--- src/rtl/sram_1rw1r_wmask_model_rd_pipe.sv ---
// Read-return pipeline for one SRAM port: one or two register stages carrying valid and data.
// Data registers only load on a valid beat, so dout holds its last result between reads.
module sram_rd_pipe #(
    parameter int DATA_WIDTH = 150,
    parameter int OUT_REG    = 0
) (
    input  logic                  clk0,
    input  logic                  rst0,
    input  logic                  rd_en,
    input  logic [DATA_WIDTH-1:0] rd_data,
    output logic [DATA_WIDTH-1:0] dout,
    output logic                  dout_valid
);

    logic                  s1_valid;
    logic [DATA_WIDTH-1:0] s1_data;

    always_ff @(posedge clk0) begin
        if (rst0) begin
            s1_valid <= 1'b0;
            s1_data  <= '0;
        end else begin
            s1_valid <= rd_en;
            if (rd_en) begin
                s1_data <= rd_data;
            end
        end
    end

    generate
        if (OUT_REG != 0) begin : g_out_reg
            logic                  s2_valid;
            logic [DATA_WIDTH-1:0] s2_data;

            always_ff @(posedge clk0) begin
                if (rst0) begin
                    s2_valid <= 1'b0;
                    s2_data  <= '0;
                end else begin
                    s2_valid <= s1_valid;
                    if (s1_valid) begin
                        s2_data <= s1_data;
                    end
                end
            end

            assign dout       = s2_data;
            assign dout_valid = s2_valid;
        end else begin : g_no_out_reg
            assign dout       = s1_data;
            assign dout_valid = s1_valid;
        end
    endgenerate

endmodule

--- config.mk ---
export PLATFORM = sky130hd
export DESIGN_NAME = sram_rd_pipe
export DESIGN_NICKNAME = d
export VERILOG_FILES = /design/src/rtl/sram_1rw1r_wmask_model_rd_pipe.sv
export SDC_FILE = /design/constraint.sdc
export NUM_CORES = 1
export LEC_CHECK = 0
export CORE_MARGIN = 2
export CORE_UTILIZATION = 40
export CTS_CLUSTER_SIZE = 14
export DETAILED_ROUTE_END_ITERATION = 10
export PLACE_DENSITY = 0.82
export SETUP_SLACK_MARGIN = 0.5
export SYNTH_ARGS = -nofsm -noshare
export SYNTH_HDL_FRONTEND = slang
export SYNTH_SLANG_ARGS = --single-unit
--- constraint.sdc ---
create_clock -name clk0 -period 1.9 [get_ports clk0]
set_input_delay 0.285 -clock clk0 [delete_from_list [all_inputs] [get_ports clk0]]
set_output_delay 0.285 -clock clk0 [all_outputs]
set_load 0.05 [all_outputs]
==> reports/qor.yml, run 1 <==
status: "finished clean"
post-route-cell-area_sq_mm: 0.00828
clk-insertion-delay-late_ns: 0.40
setup_violations: 0
wirelength_mm: 14.8
grt_pass1_wl_mm: 22.8
crit_path_start_kind: "flop"
placed_area_sq_mm: 0.00846
seq_power_share_pct: 41.5
maxCapViolCount: 0
switching_share_pct: 28.0
die-area_sq_mm: 0.0143
finalPower_mw: 8.31
gr-total-overflow: 0
final_nets: 935
clock-sinks: 151
synth_nets: 639
internal-power_mw: 5.98
htree_num_levels: 4
cp_slowest_cell: "clkdlybuf4s15_2"
post-route-util_pct: 62.8
drt_pass1_iterations: 6
yosys_warnings: 0
initial_core_util_pct: 40.6
final_cell_mix: "151 x dfxtp_1, 150 x mux2i_1, 150 x nor2_1, 150 x clkdlybuf4s50_1, 150 x buf_2"
die_y_um: 120
place_ws_ns: 0.439
wl_met3_mm: 1.43
hold_class: "input port to flop"
synth_seq_area_share_pct: 56.4
clk_pin_slew_ns: 0.06
areaGrowthSynthToFinish_pct: 54.5
layout_commonest_cell: "dfxtp_1"
arrival_ns: 1.07
cts-buffers-inserted: 17
critical_path.cell_chain: "clkdlybuf4s15_2"
ir_worst_vdd_v: 0.000557
critPathTopFamily: "buffers and inverters"
hold_viol_final: 0
worst_pin_slew_ns: 0.406
crit_buf_inv: 1
grt_pass1_vias: 4488
finalMaxSlewViolations: 0
place_congestion: 0.753
powerDensity_mw_per_mm2: 1000
clock_path_buffers: 2
wl_met1_mm: 5.90
clock_skew_ns: 0
coreArea_sq_mm: 0.0132
io_pins: 304
crit_required_ns: 1.62
power_frac_clock_pct: 38.9
instances_no_fill: 970
drive_gt1_share_pct: 23.9
drt-initial-drc-count: 127
end_kind: "output port"
period_needed_ns: 1.35
place.detailed.hpwl_mm: 11.0
grt_max_degree: 70
fin_tns_setup_ns: 0
ant_nets: 0
routed.top_layer: "met4"
postLayoutSetupSlackWorst_ns: 0.548
ys_ff_latch: 151
vias: 4462
clockRootBuffer: "clkbuf_16"
placedCellCount: 939
slew_headroom_pct: 72.9
switching_power_mw: 2.33
criticalPathCategory: "flop to output port"
leakage_nw: 4.11
fin_crit_sh_pct: 71.1
whs_ns: 0.285
antenna_found_initial: 0
netlist_area_sq_mm: 0.00536
fmax_ghz: 0.740
die_w_um: 120
crit_path_max_fanout: 1
syn_avg_cell_area_sq_um: 11.0
max_stage_delay_ns: 0.36
track_usage_pct: 20.2
rsz0062_at_grt: "no"
netlist_instances: 486
n_fill_cell: 1091
yosys.cell_types.count: 10
met2WireLength_mm: 7.13
drcViolationCount: 0
cts_tree: "yes"
wl_per_cell_um: 15.3
port_buffers: 303
p_comb_share_pct: 19.6
routed_via_density: 4.60
diodes: 0
rows: 42
flip-flops by register name (all words and copies together) (netlist names):
signal / cells
dout_valid: 1
dout: 150
timing repair:
action / in CTS / in global routing
setup buffers: 0 / 0
resized for setup: 744 / 9
hold buffers: 0 / 0
setup endpoints to repair: 151 / 8
endpoints found under the hold margin: 0 / 0
power groups by stage:
stage / combinational [mW] / sequential (mW) / clock (mW)
6_report: 1.63 / 3.45 / 3.23
4_1_cts: 1.65 / 3.45 / 3.31
2_1_floorplan: 0.408 / 4.17 / 0
5_1_grt: 1.72 / 3.47 / 3.43
3_5_place_dp: 1.81 / 3.52 / 0
3_3_place_gp: 1.79 / 3.51 / 0
path summary, 6_finish.rpt:
path | startpoint | endpoint | slack, ns | cells after the start
setup reg to reg | dout[57] | dout[57] | 1.23 | 2
hold reg to reg | dout[87] | dout[87] | 0.49 | 2
hold / removal | rst0 | dout[50] | 0.29 | 2
setup / recovery | dout_valid | dout_valid | 0.55 | 1
kinds of logic (layout without fill, tap and decap cells):
group | after synthesis | in the layout | synth area share [%]
flip-flops | 151 | 151 | 56.4
AND/OR/NAND/NOR | 151 | 151 | 10.6
multiplexers | 150 | 150 | 28.0
buffers and inverters | 34 | 342 | 4.97
layout make-up:
class / instances / area [sq um] / area share (%)
Clock buffer: 22 / 474 / 5.73
Sequential cell: 151 / 3020 / 36.5
Tap cell: 176 / 220 / 2.66
Timing Repair Buffer: 311 / 2390 / 28.9
Clock inverter: 9 / 100 / 1.21
Multi-Input combinational cell: 301 / 2070 / 25.0
cell usage after synthesis:
cell	count	share of area (%)
buf_1	2	0.14
mux2i_1	150	28
dfxtp_1	151	56
buf_2	3	0.28
buf_8	9	2.5
buf_4	7	0.98
buf_6	1	0.21
nor2b_1	1	0.12
nor2_1	150	11
clkbuf_1	12	0.84
layer usage:
layer	vias to the layer above	track usage [%]
met5	-	0
met1	2036	22.4
met2	207	34.1
met4	0	8.24
li1	2194	-
met3	25	8.41
Note: power is estimated with default switching activity, not from simulation.
==> inputs of run 2 (changes only) <==
CORE_UTILIZATION = 38   (was 40)
PLACE_DENSITY = 0.79   (was 0.82)
clock period = 1.3 ns   (was 1.9 ns; I/O delays follow)
==> reports/qor.yml, run 2 (same netlist as run 1, synthesis figures left out) <==
grt_pass1_vias: 5047
ir_worst_vdd_v: 0.000679
fmax_ghz: 0.896
die_y_um: 123
place_congestion: 0.734
powerDensity_mw_per_mm2: 1260
die_w_um: 123
instances_no_fill: 998
coreArea_sq_mm: 0.0138
routed_via_density: 4.74
criticalPathCategory: "flop to output port"
layout_commonest_cell: "buf_12"
grt_pass1_wl_mm: 26.4
drcViolationCount: 0
setup_violations: 0
final_nets: 959
port_buffers: 303
crit_path_start_kind: "flop"
rsz0062_at_grt: "yes"
cts_tree: "yes"
status: "finished clean"
clock_skew_ns: 0
maxCapViolCount: 0
hold_buffers: 0
gr-total-overflow: 0
ant_nets: 0
leakage_nw: 4.85
vias: 4726
antenna_found_initial: 0
use_met2_pct: 40.9
crit_required_ns: 1.11
drive_gt1_share_pct: 45.0
final_cell_mix: "159 x buf_12, 150 x nor2_1, 150 x clkdlybuf4s50_1"
placedCellCount: 949
drt_pass1_iterations: 4
clk-insertion-delay-late_ns: 0.41
finalMaxSlewViolations: 0
htree_num_levels: 4
max_stage_delay_ns: 0.36
fin_crit_sh_pct: 85.8
finalPower_mw: 13.9
end_kind: "output port"
wl_per_cell_um: 18.1
crit_path_max_fanout: 2
gr-usage-met3_pct: 9.94
clockRootBuffer: "clkbuf_16"
crit_buf_inv: 1
arrival_ns: 0.92
slew_headroom_pct: 78.5
drt-initial-drc-count: 211
place.detailed.hpwl_mm: 13.5
grt_max_degree: 37
critical_path.cell_chain: "buf_12"
track_usage_pct: 23.3
grt_busiest_layer: "met2"
fin_tns_setup_ns: 0
clk_pin_slew_ns: 0.06
clock-sinks: 151
diodes: 0
post-route-util_pct: 80.1
worst_pin_slew_ns: 0.323
cts-buffers-inserted: 17
clock_path_buffers: 2
hold_class: "input port to flop"
rows: 43
cp_slowest_cell: "dfxtp_2"
io_pins: 304
initial_core_util_pct: 38.8
grt_util_met1_pct: 23.6
period_needed_ns: 1.12
hold_viol_final: 0
areaGrowthSynthToFinish_pct: 107
die-area_sq_mm: 0.0151
largest_reg_flops: 150
critPathTopFamily: "flip-flops"
wirelength_mm: 18.1
## run 2: changes by cell type in the layout (fill, tap and decap cells not counted)
cell,delta
buf_12,+155
dfxtp_1,-151
buf_2,-150
dfxtp_2,+149
buf_4,+15
buf_6,+5
clkinv_2,-4
mux2i_1,-3
mux2i_2,+3
bufinv_16,+2
clkbuf_8,+2
dfxtp_4,+2
clkdlybuf4s15_2,-1
## run 2: power by group
group,total (mW),leakage [nW],internal (mW),switching [mW]
Combinational,3.35,3.25,1.78,1.57
Sequential,5.27,1.30,4.97,0.299
Clock,5.31,0.309,3.46,1.85
Total,13.9,4.85,10.2,3.72
## run 2: final timing paths
check	start	to	slack, ns	cells past startpoint
hold reg to reg	dout[142]	dout[142]	0.52	2
setup / recovery	dout[33]	dout[33]	0.18	1
setup reg to reg	dout[107]	dout[107]	0.41	4
hold / removal	rst0	dout[48]	0.16	2
## run 2: layer usage
layer / wire, um / part of all wire (%)
met1: 6360 / 35
met2: 9270 / 51
met3: 1830 / 10
met4: 600 / 3.3
met5: 0 / 0
## run 2: timing repair
action,CTS,global route
pin swaps,0,4
endpoints found under the setup margin,151,155
resized for setup,90,10
buffers inserted,11,7
## run 2: layout make-up
class | instances | area (sq um)
fill | 717 | 2760
clock inverter | 7 | 140
sequential | 151 | 3220
timing repair buffer | 335 | 4900
clock buffer | 24 | 502
tap | 180 | 225
multi-input combinational | 301 | 2080
## run 2: metrics by stage
| step | setup WS [ns] | instance area [sq um] | hold WS, ns |
|---|---|---|---|
| final | 0.184 | 11100 | 0.160 |
| after global routing | 0.153 | 11100 | 0.170 |
| after CTS | 0.158 | 11000 | 0.148 |
| after detailed placement | 0.133 | 10100 | 0.509 |
| after global placement | 0.202 | 10100 | 0.498 |
| after floorplan | 0.386 | 5470 | 0.342 |
==> inputs of run 3 (changes only) <==
PLACE_DENSITY = 0.86   (was 0.79)
==> reports/qor.yml, run 3 (same netlist as run 1, synthesis figures left out) <==
port_buffers: 303
io_pins: 304
routed_via_density: 4.92
drcViolationCount: 0
drt-initial-drc-count: 206
die_w_um: 123
instances_no_fill: 1010
clock-sinks: 151
cts-buffers-inserted: 17
hold_class: "input port to flop"
maxCapViolCount: 0
rows: 43
crit_path_start_kind: "flop"
placedCellCount: 944
initial_core_util_pct: 38.8
critical_path.cell_chain: "buf_12"
gr-total-overflow: 0
clk_pin_slew_ns: 0.07
final_nets: 969
die_y_um: 123
grt_pass1_vias: 5311
track_usage_pct: 25.5
drt_pass1_iterations: 4
crit_required_ns: 1.11
crit_buf_inv: 1
hold_buffers: 0
wirelength_mm: 20.9
antenna_found_initial: 0
critPathTopFamily: "flip-flops"
clock_skew_ns: 0
grt_max_degree: 80
clockRootBuffer: "clkbuf_16"
cts_tree: "yes"
n_fill_cell: 659
leakage_nw: 4.89
status: "finished clean"
criticalPathCategory: "flop to output port"
layout_commonest_cell: "buf_12"
areaGrowthSynthToFinish_pct: 109
clock_path_buffers: 2
hold_viol_final: 0
post-route-util_pct: 81.1
final_cell_mix: "156 x buf_12, 150 x nor2_1, 150 x clkdlybuf4s50_1"
fin_crit_sh_pct: 87.3
vias: 4967
cp_slowest_cell: "dfxtp_2"
ant_nets: 0
fin_tns_setup_ns: 0
max_stage_delay_ns: 0.37
setup_violations: 0
die-area_sq_mm: 0.0151
finalMaxSlewViolations: 0
worst_pin_slew_ns: 0.346
post-route-cell-area_sq_mm: 0.0112
place.detailed.hpwl_mm: 13.7
powerDensity_mw_per_mm2: 1260
coreArea_sq_mm: 0.0138
drive_gt1_share_pct: 46.4
largest_reg_flops: 150
fmax_ghz: 0.881
end_kind: "output port"
arrival_ns: 0.94
ir_worst_vdd_v: 0.000822
finalPower_mw: 14.1
wl_per_cell_um: 20.7
rsz0062_at_grt: "yes"
htree_num_levels: 4
placed_area_sq_mm: 0.0101
period_needed_ns: 1.13
place_congestion: 0.786
slew_headroom_pct: 76.9
clk-insertion-delay-late_ns: 0.41
grt_pass1_wl_mm: 28.8
crit_path_max_fanout: 2
[run 3: cell types whose count changed in the layout (fill, tap and decap cells not counted), moves of 2 or more]
cell / change
mux2i_1: -5
mux2i_2: +3
buf_12: -3
mux2i_4: +2
clkbuf_8: -2
dfxtp_4: +12
dfxtp_2: -12
buf_4: +4
buf_6: +9
[run 3: routing by layer]
| metal | wire length, um | GRT usage [%] | up-vias |
|---|---|---|---|
| met1 | 6930 | 24.3 | 2326 |
| li1 | - | - | 2271 |
| met5 | 0 | 0 | - |
| met2 | 10700 | 45.9 | 285 |
| met4 | 1240 | 14.0 | 0 |
| met3 | 1990 | 10.6 | 85 |
[run 3: what timing repair did]
item                       in CTS  in global routing
pin swaps                       0                 12
setup endpoints to repair     151                166
resized for setup              94                 34
buffers inserted               19                 14
cloned                          0                  0
[run 3: per-stage QoR]
step,worst slack [ns],hold WS [ns]
after detailed placement,0.121,0.510
final,0.165,0.100
after global routing,0.132,0.105
after CTS,0.163,0.0825
after floorplan,0.386,0.342
after global placement,0.197,0.498
[run 3: worst register-to-register path, cell delays in order (launching register included)]
cell and delay, ns:
dfxtp_2 0.35, buf_4 0.14, buf_4 0.13, mux2i_1 0.15, nor2_1 0.06
[run 3: report_power, final]
part	internal, mW	leakage, nW	switching [mW]
Clock	3.37	0.306	2.00
Combinational	1.81	3.28	1.64
Sequential	4.95	1.30	0.316
[run 3: cell type report]
| class | count | area [sq um] | share of cell area [%] |
|---|---|---|---|
| multi-input combinational | 301 | 2120 | 18.9 |
| timing repair buffer | 345 | 4980 | 44.4 |
| sequential | 151 | 3250 | 29.0 |
| antenna | 1 | 2.50 | 0.0223 |
| clock buffer | 21 | 470 | 4.20 |
| tap | 180 | 225 | 2.01 |
| clock inverter | 11 | 170 | 1.52 |
[run 3: final timing paths]
kind	startpoint	endpoint	slack, ns	cells past startpoint
setup reg to reg	dout[73]	dout[73]	0.35	4
setup / recovery	dout[91]	dout[91]	0.17	1
hold / removal	rst0	dout[2]	0.10	2
hold reg to reg	dout[46]	dout[46]	0.52	2
